==> src/rtl/mem_port_arbiter.sv <==
// rtl/mem_port_arbiter.sv - round-robin arbiter sharing one SRAM-like port between fetch and data sides
module mem_port_arbiter #(
    parameter int AW = 32,
    parameter int DW = 32
) (
    input  logic              clk,
    input  logic              rst,
    input  logic              inst_req,
    input  logic [AW-1:0]     inst_addr,
    output logic [DW-1:0]     inst_rdata,
    output logic              inst_ok,
    input  logic              data_req,
    input  logic              data_wr,
    input  logic [DW/8-1:0]   data_wen,
    input  logic [AW-1:0]     data_addr,
    input  logic [DW-1:0]     data_wdata,
    output logic [DW-1:0]     data_rdata,
    output logic              data_ok,
    output logic              mem_req,
    output logic              mem_wr,
    output logic [DW/8-1:0]   mem_wen,
    output logic [AW-1:0]     mem_addr,
    output logic [DW-1:0]     mem_wdata,
    input  logic              mem_addr_ok,
    input  logic              mem_data_ok,
    input  logic [DW-1:0]     mem_rdata
);

    localparam logic [1:0] IDLE = 2'd0;
    localparam logic [1:0] ADDR = 2'd1;
    localparam logic [1:0] DATA = 2'd2;

    logic [1:0]      state;
    logic            owner;
    logic            last_grant;
    logic            lat_wr;
    logic [DW/8-1:0] lat_wen;
    logic [AW-1:0]   lat_addr;
    logic [DW-1:0]   lat_wdata;

    logic grant_any;
    logic grant_data;
    logic complete;

    // On contention the side that was not served last wins; last_grant resets to inst so data wins first.
    always_comb begin
        grant_any  = inst_req | data_req;
        grant_data = data_req & (~inst_req | ~last_grant);
        complete   = mem_data_ok & (((state == ADDR) & mem_addr_ok) | (state == DATA));
    end

    always_ff @(posedge clk or negedge rst) begin
        if (!rst) begin
            state      <= IDLE;
            owner      <= 1'b0;
            last_grant <= 1'b0;
            lat_wr     <= 1'b0;
            lat_wen    <= '0;
            lat_addr   <= '0;
            lat_wdata  <= '0;
        end else begin
            case (state)
                IDLE: begin
                    if (grant_any) begin
                        owner      <= grant_data;
                        last_grant <= grant_data;
                        lat_wr     <= grant_data & data_wr;
                        lat_wen    <= grant_data ? data_wen : '0;
                        lat_addr   <= grant_data ? data_addr : inst_addr;
                        lat_wdata  <= grant_data ? data_wdata : '0;
                        state      <= ADDR;
                    end
                end
                ADDR: begin
                    if (mem_addr_ok) begin
                        state <= mem_data_ok ? IDLE : DATA;
                    end
                end
                DATA: begin
                    if (mem_data_ok) begin
                        state <= IDLE;
                    end
                end
                default: state <= IDLE;
            endcase
        end
    end

    // Memory side sees only latched payload, so requesters may change inputs mid-transaction.
    always_comb begin
        mem_req    = (state == ADDR);
        mem_wr     = lat_wr;
        mem_wen    = lat_wen;
        mem_addr   = lat_addr;
        mem_wdata  = lat_wdata;
        inst_ok    = complete & ~owner;
        data_ok    = complete & owner;
        inst_rdata = inst_ok ? mem_rdata : '0;
        data_rdata = data_ok ? mem_rdata : '0;
    end

endmodule

==> config.mk <==
export PLATFORM = sky130hd
export DESIGN_NAME = mem_port_arbiter
export DESIGN_NICKNAME = d
export VERILOG_FILES = /design/src/rtl/mem_port_arbiter.sv
export SDC_FILE = /design/constraint.sdc
export NUM_CORES = 1
export LEC_CHECK = 0
export ABC_AREA = 1
export BUFFER_PORTS_ARGS = -buffer_cell sky130_fd_sc_hd__buf_2
export CAP_MARGIN = 20
export CORE_AREA = 3 3 106 108
export DETAILED_ROUTE_END_ITERATION = 6
export DIE_AREA = 0 0 109 111
export GPL_ROUTABILITY_DRIVEN = 0
export GPL_TIMING_DRIVEN = 0
export MAX_ROUTING_LAYER = met4
export PLACE_DENSITY_LB_ADDON = 0.1
export SLEW_MARGIN = 40
export SYNTH_ARGS = -nofsm -noshare
export SYNTH_HDL_FRONTEND = slang
export SYNTH_SLANG_ARGS = --single-unit
==> constraint.sdc <==
create_clock -name clk -period 2.5 [get_ports clk]
set_clock_uncertainty 0.2 [all_clocks]
set_input_delay 0.125 -clock clk [delete_from_list [all_inputs] [get_ports clk]]
set_output_delay 0.125 -clock clk [all_outputs]
set_load 0.01 [all_outputs]
==> reports/summary.txt, run 1 <==
Clk pin slew, worst setup/hold paths: 0.08 ns
Fin. Hold Viols: 0
Setup CP Type: register to register
DR WL/cell: 14.1 um
CP Capture Type: register
status: complete, no violations
leakage: 4.02 nW
worst hold slack: 0.0494 ns
area grow syn2layout: 74.9%
Clk Latency, worst-skew pair: 0.33 ns
Achievable Freq: 0.449 GHz
Die W: 109 um
Slew HR: 0.699
Logic pwr share: 0.495
Slew @ Worst Pin: 0.451 ns
post-synthesis adder-cell area fraction: 0
Reg2Reg Setup Slack: 0.27 ns
Setup TNS: 0 ns
fin crit share: 0.891
Synth Area in Simple Gates: 0.403
mapped cell area: 3780 um2
post-route ant nets: 0
Psw: 2.43 mW
DRT iter0 DRCs: 291
most common cell after layout, fill and taps aside: buf_2
Worst VDD drop: 582 uV
P_int: 3.54 mW
clock share of power: 0.165
post-placement cell area: 5340 um2
RSZ-0062 raised after global routing: false
max_cap viols: 0
layout cells sized above 1: 0.350
CTS Buffer Depth: 2
Data arrival, critical path: 2.25 ns
total grt overflow: 0
routed via count: 4762
GRT Resource Usage Total: 0.251
largest net degree at the start of global routing: 41
CTS-repair resized insts: 0
Num CTS Buffers: 9
Die H: 111 um
WP data required: 2.53 ns
Initial Util: 0.366
Clock Tree Root: clkbuf_8
# rows: 37
Synthesized Nets: 666
DPL Wire Length: 10800 um
vias per std cell: 4.49
DRC: 0
Boundary Pins: 275
CTS tree: yes
Tot Pwr: 5.98 mW
Synth Instances: 527
minimum clock period: 2.23 ns
Sequential Power Share: 0.339
vias in the first global route: 4830
Max Slew Vio Count: 0
CTS Sinks: 72
mux share of post-synthesis cell area: 0
sequential fraction of the synthesis area: 0.477
drt first pass iters: 7
Unique masters post-synth: 16
largest family of logic cells by synthesized area: simple AND/OR/NAND/NOR gates
Synth Register Bits: 72
Final nets: 1056
routed wire length: 15000 um
HP Class: primary input to async pin
CORE AREA: 10300 um2
sw frac: 0.407
antenna violations before repair: 3
# fillers: 920
most frequent cells in the layout: 297 x buf_2, 175 x nand2_1, 105 x dlygate4sd3_1, 72 x nand3_1, 72 x dfrtp_1
final setup violation count: 0
PwrDens: 904 nW/um2
htree depth: 3
first-pass GRT wire length: 23600 um
Synth Area in XOR/XNOR: 0
register area: 1800 um2
Startpoint Class: register
DIE AREA: 12100 um2
Finished Cell Area: 6610 um2
Syn Area/Cell: 7.17 um2
area of the multi-input gates: 1540 um2
PortBufs: 273
Yosys warnings: 0
Compound-Gate Fraction of Synth Area: 0.00463
Critical Path Fanout Max: 10
## routing by layer
layer / up-vias / part of all wire / GRT usage
li1: 2386 / - / -
met4: 0 / 0.025 / 0.0934
met1: 2154 / 0.38 / 0.274
met3: 29 / 0.077 / 0.0495
met5: - / 0 / -
met2: 193 / 0.52 / 0.445
## through the flow
step | util | setup WS [ns] | instances
floorplan | - | 1.09 | 527
global placement | 0.515 | 0.608 | 936
detailed placement | 0.518 | 0.829 | 937
CTS | 0.640 | 0.317 | 1057
global route | 0.640 | 0.167 | 1060
finish | 0.640 | 0.272 | 1060
## synth_stat cells
| cell | number | area, um2 |
|---|---|---|
| a21oi_1 | 1 | 5.00 |
| buf_2 | 25 | 125 |
| buf_4 | 3 | 22.5 |
| clkbuf_1 | 6 | 22.5 |
| dfrtp_1 | 72 | 1800 |
| inv_1 | 69 | 259 |
| inv_2 | 2 | 7.51 |
| nand2_1 | 175 | 657 |
| nand2_2 | 1 | 6.26 |
| nand3_1 | 72 | 360 |
| nand3b_1 | 32 | 240 |
| nor2_1 | 65 | 244 |
| nor2_2 | 1 | 6.26 |
| nor2_4 | 1 | 11.3 |
| o21ai_0 | 1 | 5.00 |
| o31ai_1 | 1 | 7.51 |
## final cells by class
| cell class | instances | area share |
|---|---|---|
| repair buffers | 379 | 0.370 |
| flip-flops and latches | 72 | 0.273 |
| multi-input cells | 350 | 0.233 |
| inverters | 71 | 0.0403 |
| plain buffers | 34 | 0.0257 |
| well taps | 136 | 0.0257 |
| clock buffers | 9 | 0.0187 |
| clock inverters | 6 | 0.0129 |
| diodes | 3 | 0.00114 |
## worst paths after layout
check                         startpoint  cells past startpoint       endpoint
max                           last_grant                      6   mem_addr[24]
min reg2reg                mem_wdata[24]                      2  mem_wdata[24]
min in group clk                inst_req                      5     last_grant
max reg2reg                   last_grant                      6   mem_addr[24]
min                                  rst                      2   mem_addr[17]
max in group asynchronous            rst                      3         mem_wr
## registers in the layout (all words and copies together) (netlist names)
name        flops
mem_addr       32
mem_wdata      32
mem_wen         4
state           2
last_grant      1
mem_wr          1
## critical path, stage by stage (launching register included)
cell,delay (ns)
dfrtp_1,0.41
nand2_1,0.22
clkbuf_1,0.40
nand3b_1,0.13
nand3_1,0.10
dlygate4sd3_1,0.58
nand2_1,0.07
## cell families (layout without fill, tap and decap cells)
group / Yosys count / in the layout
AO/OA/AOI/OAI: 3 / 3
buffers and inverters: 105 / 499
flip-flops: 72 / 72
other: 0 / 3
AND/OR/NAND/NOR: 347 / 347
## repair_timing
action | CTS | global route
endpoints found under the setup margin | 0 | 0
buffers inserted | 0 | 0
hold buffers | 105 | 0
endpoints found under the hold margin | 143 | 0
## power groups by stage
stage	combinational, mW	sequential, mW	clock [mW]
global route	3.29	2.09	1.06
CTS	2.97	2.03	1.02
detailed placement	2.66	2.04	0
global placement	2.61	2.03	0
floorplan	1.18	2.30	0
finish	2.96	2.03	0.988
No activity file was read; power rests on OpenSTA's default activity.
==> run 2, diff against run 1 <==
CTS_BUF_LIST = sky130_fd_sc_hd__clkbuf_16   (was unset)
SLEW_MARGIN = unset   (was 40)
TNS_END_PERCENT = 5   (was unset)
==> run 2 against run 1 <==
Largest power group unchanged; wire length is 1.1% higher; global-route usage is 0.61 points higher; register-to-register slack better by 0.06 ns; clock-buffer cell count stayed put; critical endpoint is now mem_addr[22]; worst hold slack better by 0.048 ns; die area stayed put; first-iteration DRC count is 14% higher; sequential power hardly changed; non-clock buffer count stayed put; largest cell class unchanged; maximum frequency is 2.7% higher; utilization is 0.72 points higher; via count is 2.1% higher.
==> reports/summary.txt, run 2 (synthesis gave the netlist of run 1 again) <==
Slew @ Worst Pin: 0.463 ns (+0.0121 ns)
CORE AREA: 10300 um2 (unchanged)
CTS Buffer Depth: 2 (unchanged)
RSZ-0062 raised after global routing: false
Die W: 109 um (unchanged)
Clock Tree Root: clkbuf_16
DIE AREA: 12100 um2 (unchanged)
most frequent cells in the layout: 297 x buf_2, 175 x nand2_1, 105 x dlygate4sd3_1, 72 x nand3_1, 72 x dfrtp_1
DRT iter0 DRCs: 333 (+14%)
DR WL/cell: 14.3 um (+1.1%)
Clk Latency, worst-skew pair: 0.32 ns (about the same)
DPL Wire Length: 10800 um (-0.61%)
Boundary Pins: 275 (unchanged)
Startpoint Class: register
layout cells sized above 1: 0.350 (unchanged)
leakage: 4.06 nW (+0.96%)
largest net degree at the start of global routing: 41 (unchanged)
drt first pass iters: 6 (-1)
Fin. Hold Viols: 0 (unchanged)
minimum clock period: 2.17 ns (-0.0578 ns)
htree depth: 3 (unchanged)
area grow syn2layout: 76.8%
Data arrival, critical path: 2.19 ns (-0.06 ns)
post-route ant nets: 0 (unchanged)
CTS-repair resized insts: 0 (unchanged)
vias in the first global route: 4939 (+2.3%)
Achievable Freq: 0.461 GHz (+2.7%)
status: complete, no violations
first-pass GRT wire length: 24000 um (+1.9%)
Clk pin slew, worst setup/hold paths: 0.06 ns (-0.02 ns)
Setup CP Type: register to register
worst hold slack: 0.0976 ns (+0.0482 ns)
fin crit share: 0.868 (-0.0231)
total grt overflow: 0 (unchanged)
Num CTS Buffers: 9 (unchanged)
CTS Sinks: 72 (unchanged)
vias per std cell: 4.59 (+2.1%)
GRT Resource Usage Total: 0.257 (+0.00606)
PortBufs: 273 (unchanged)
CP Capture Type: register
Setup TNS: 0 ns (unchanged)
routed wire length: 15200 um (+1.1%)
DRC: 0 (unchanged)
Worst VDD drop: 597 uV (+2.6%)
most common cell after layout, fill and taps aside: buf_2
Slew HR: 0.691 (-0.00806)
max_cap viols: 0 (unchanged)
CTS tree: yes
Critical Path Fanout Max: 10 (unchanged)
HP Class: primary input to async pin
PwrDens: 933 nW/um2 (+3.2%)
Max Slew Vio Count: 0 (unchanged)
Final nets: 1056 (unchanged)
routed via count: 4863 (+2.1%)
Initial Util: 0.366 (unchanged)
WP data required: 2.52 ns (about the same)
Die H: 111 um (unchanged)
final setup violation count: 0 (unchanged)
# rows: 37 (unchanged)
antenna violations before repair: 2 (-1)
[run 2: changes by cell type in the layout (fill, tap and decap cells not counted), sizes merged]
cell,previous run,this run
bufinv,2,1
clkinvlp,2,1
clkinv,2,4
[run 2: layer usage]
layer	GRT usage	vias to the layer above	share of wire
li1	-	2394	-
met1	0.264	2224	0.37
met2	0.456	209	0.52
met3	0.0623	36	0.071
met4	0.116	0	0.034
met5	-	-	0
[run 2: stage by stage]
stage	cells	cell area [um2]	setup slack (ns)	power, mW	util
floorplan	527	3780	1.09	3.47	-
global placement	936	5320	0.608	4.64	0.515
detailed placement	937	5340	0.840	4.69	0.517
CTS	1057	6680	0.327	6.27	0.647
global route	1059	6680	0.173	6.72	0.647
finish	1060	6690	0.330	6.24	0.648
[run 2: power by group]
part / total, mW / switching [mW] / internal [mW]
Clock: 1.24 / 0.477 / 0.762
Sequential: 2.04 / 0.306 / 1.73
Combinational: 2.96 / 1.69 / 1.26
[run 2: final timing paths]
kind	slack, ns	cells after the start	end	start
min reg2reg	0.27	2	mem_wdata[31]	mem_wdata[31]
max reg2reg	0.33	6	mem_addr[22]	last_grant
max in group asynchronous	1.43	3	mem_wr	rst
min in group clk	0.11	5	last_grant	inst_req
min	0.1	2	mem_addr[17]	rst
max	0.33	6	mem_addr[22]	last_grant
[run 2: layout make-up]
type	instances	area (um2)
Fill cell	904	3640
Timing Repair Buffer	379	2440
Multi-Input combinational cell	350	1540
Inverter	71	267
Antenna cell	3	7.51
Clock buffer	9	225
Tap cell	136	170
Buffer	34	170
Sequential cell	72	1800
Clock inverter	6	61.3
[run 2: timing repair]
action / CTS / global route
buffers inserted: 0 / 0
endpoints found under the hold margin: 143 / 0
hold buffers: 105 / 0
[run 2: worst max-delay path: stages (launching register included)]
cell           delay (ns)
dfrtp_1              0.40
nand2_1              0.21
clkbuf_1             0.40
nand3b_1             0.14
nand3_1              0.11
dlygate4sd3_1        0.55
nand2_1              0.05
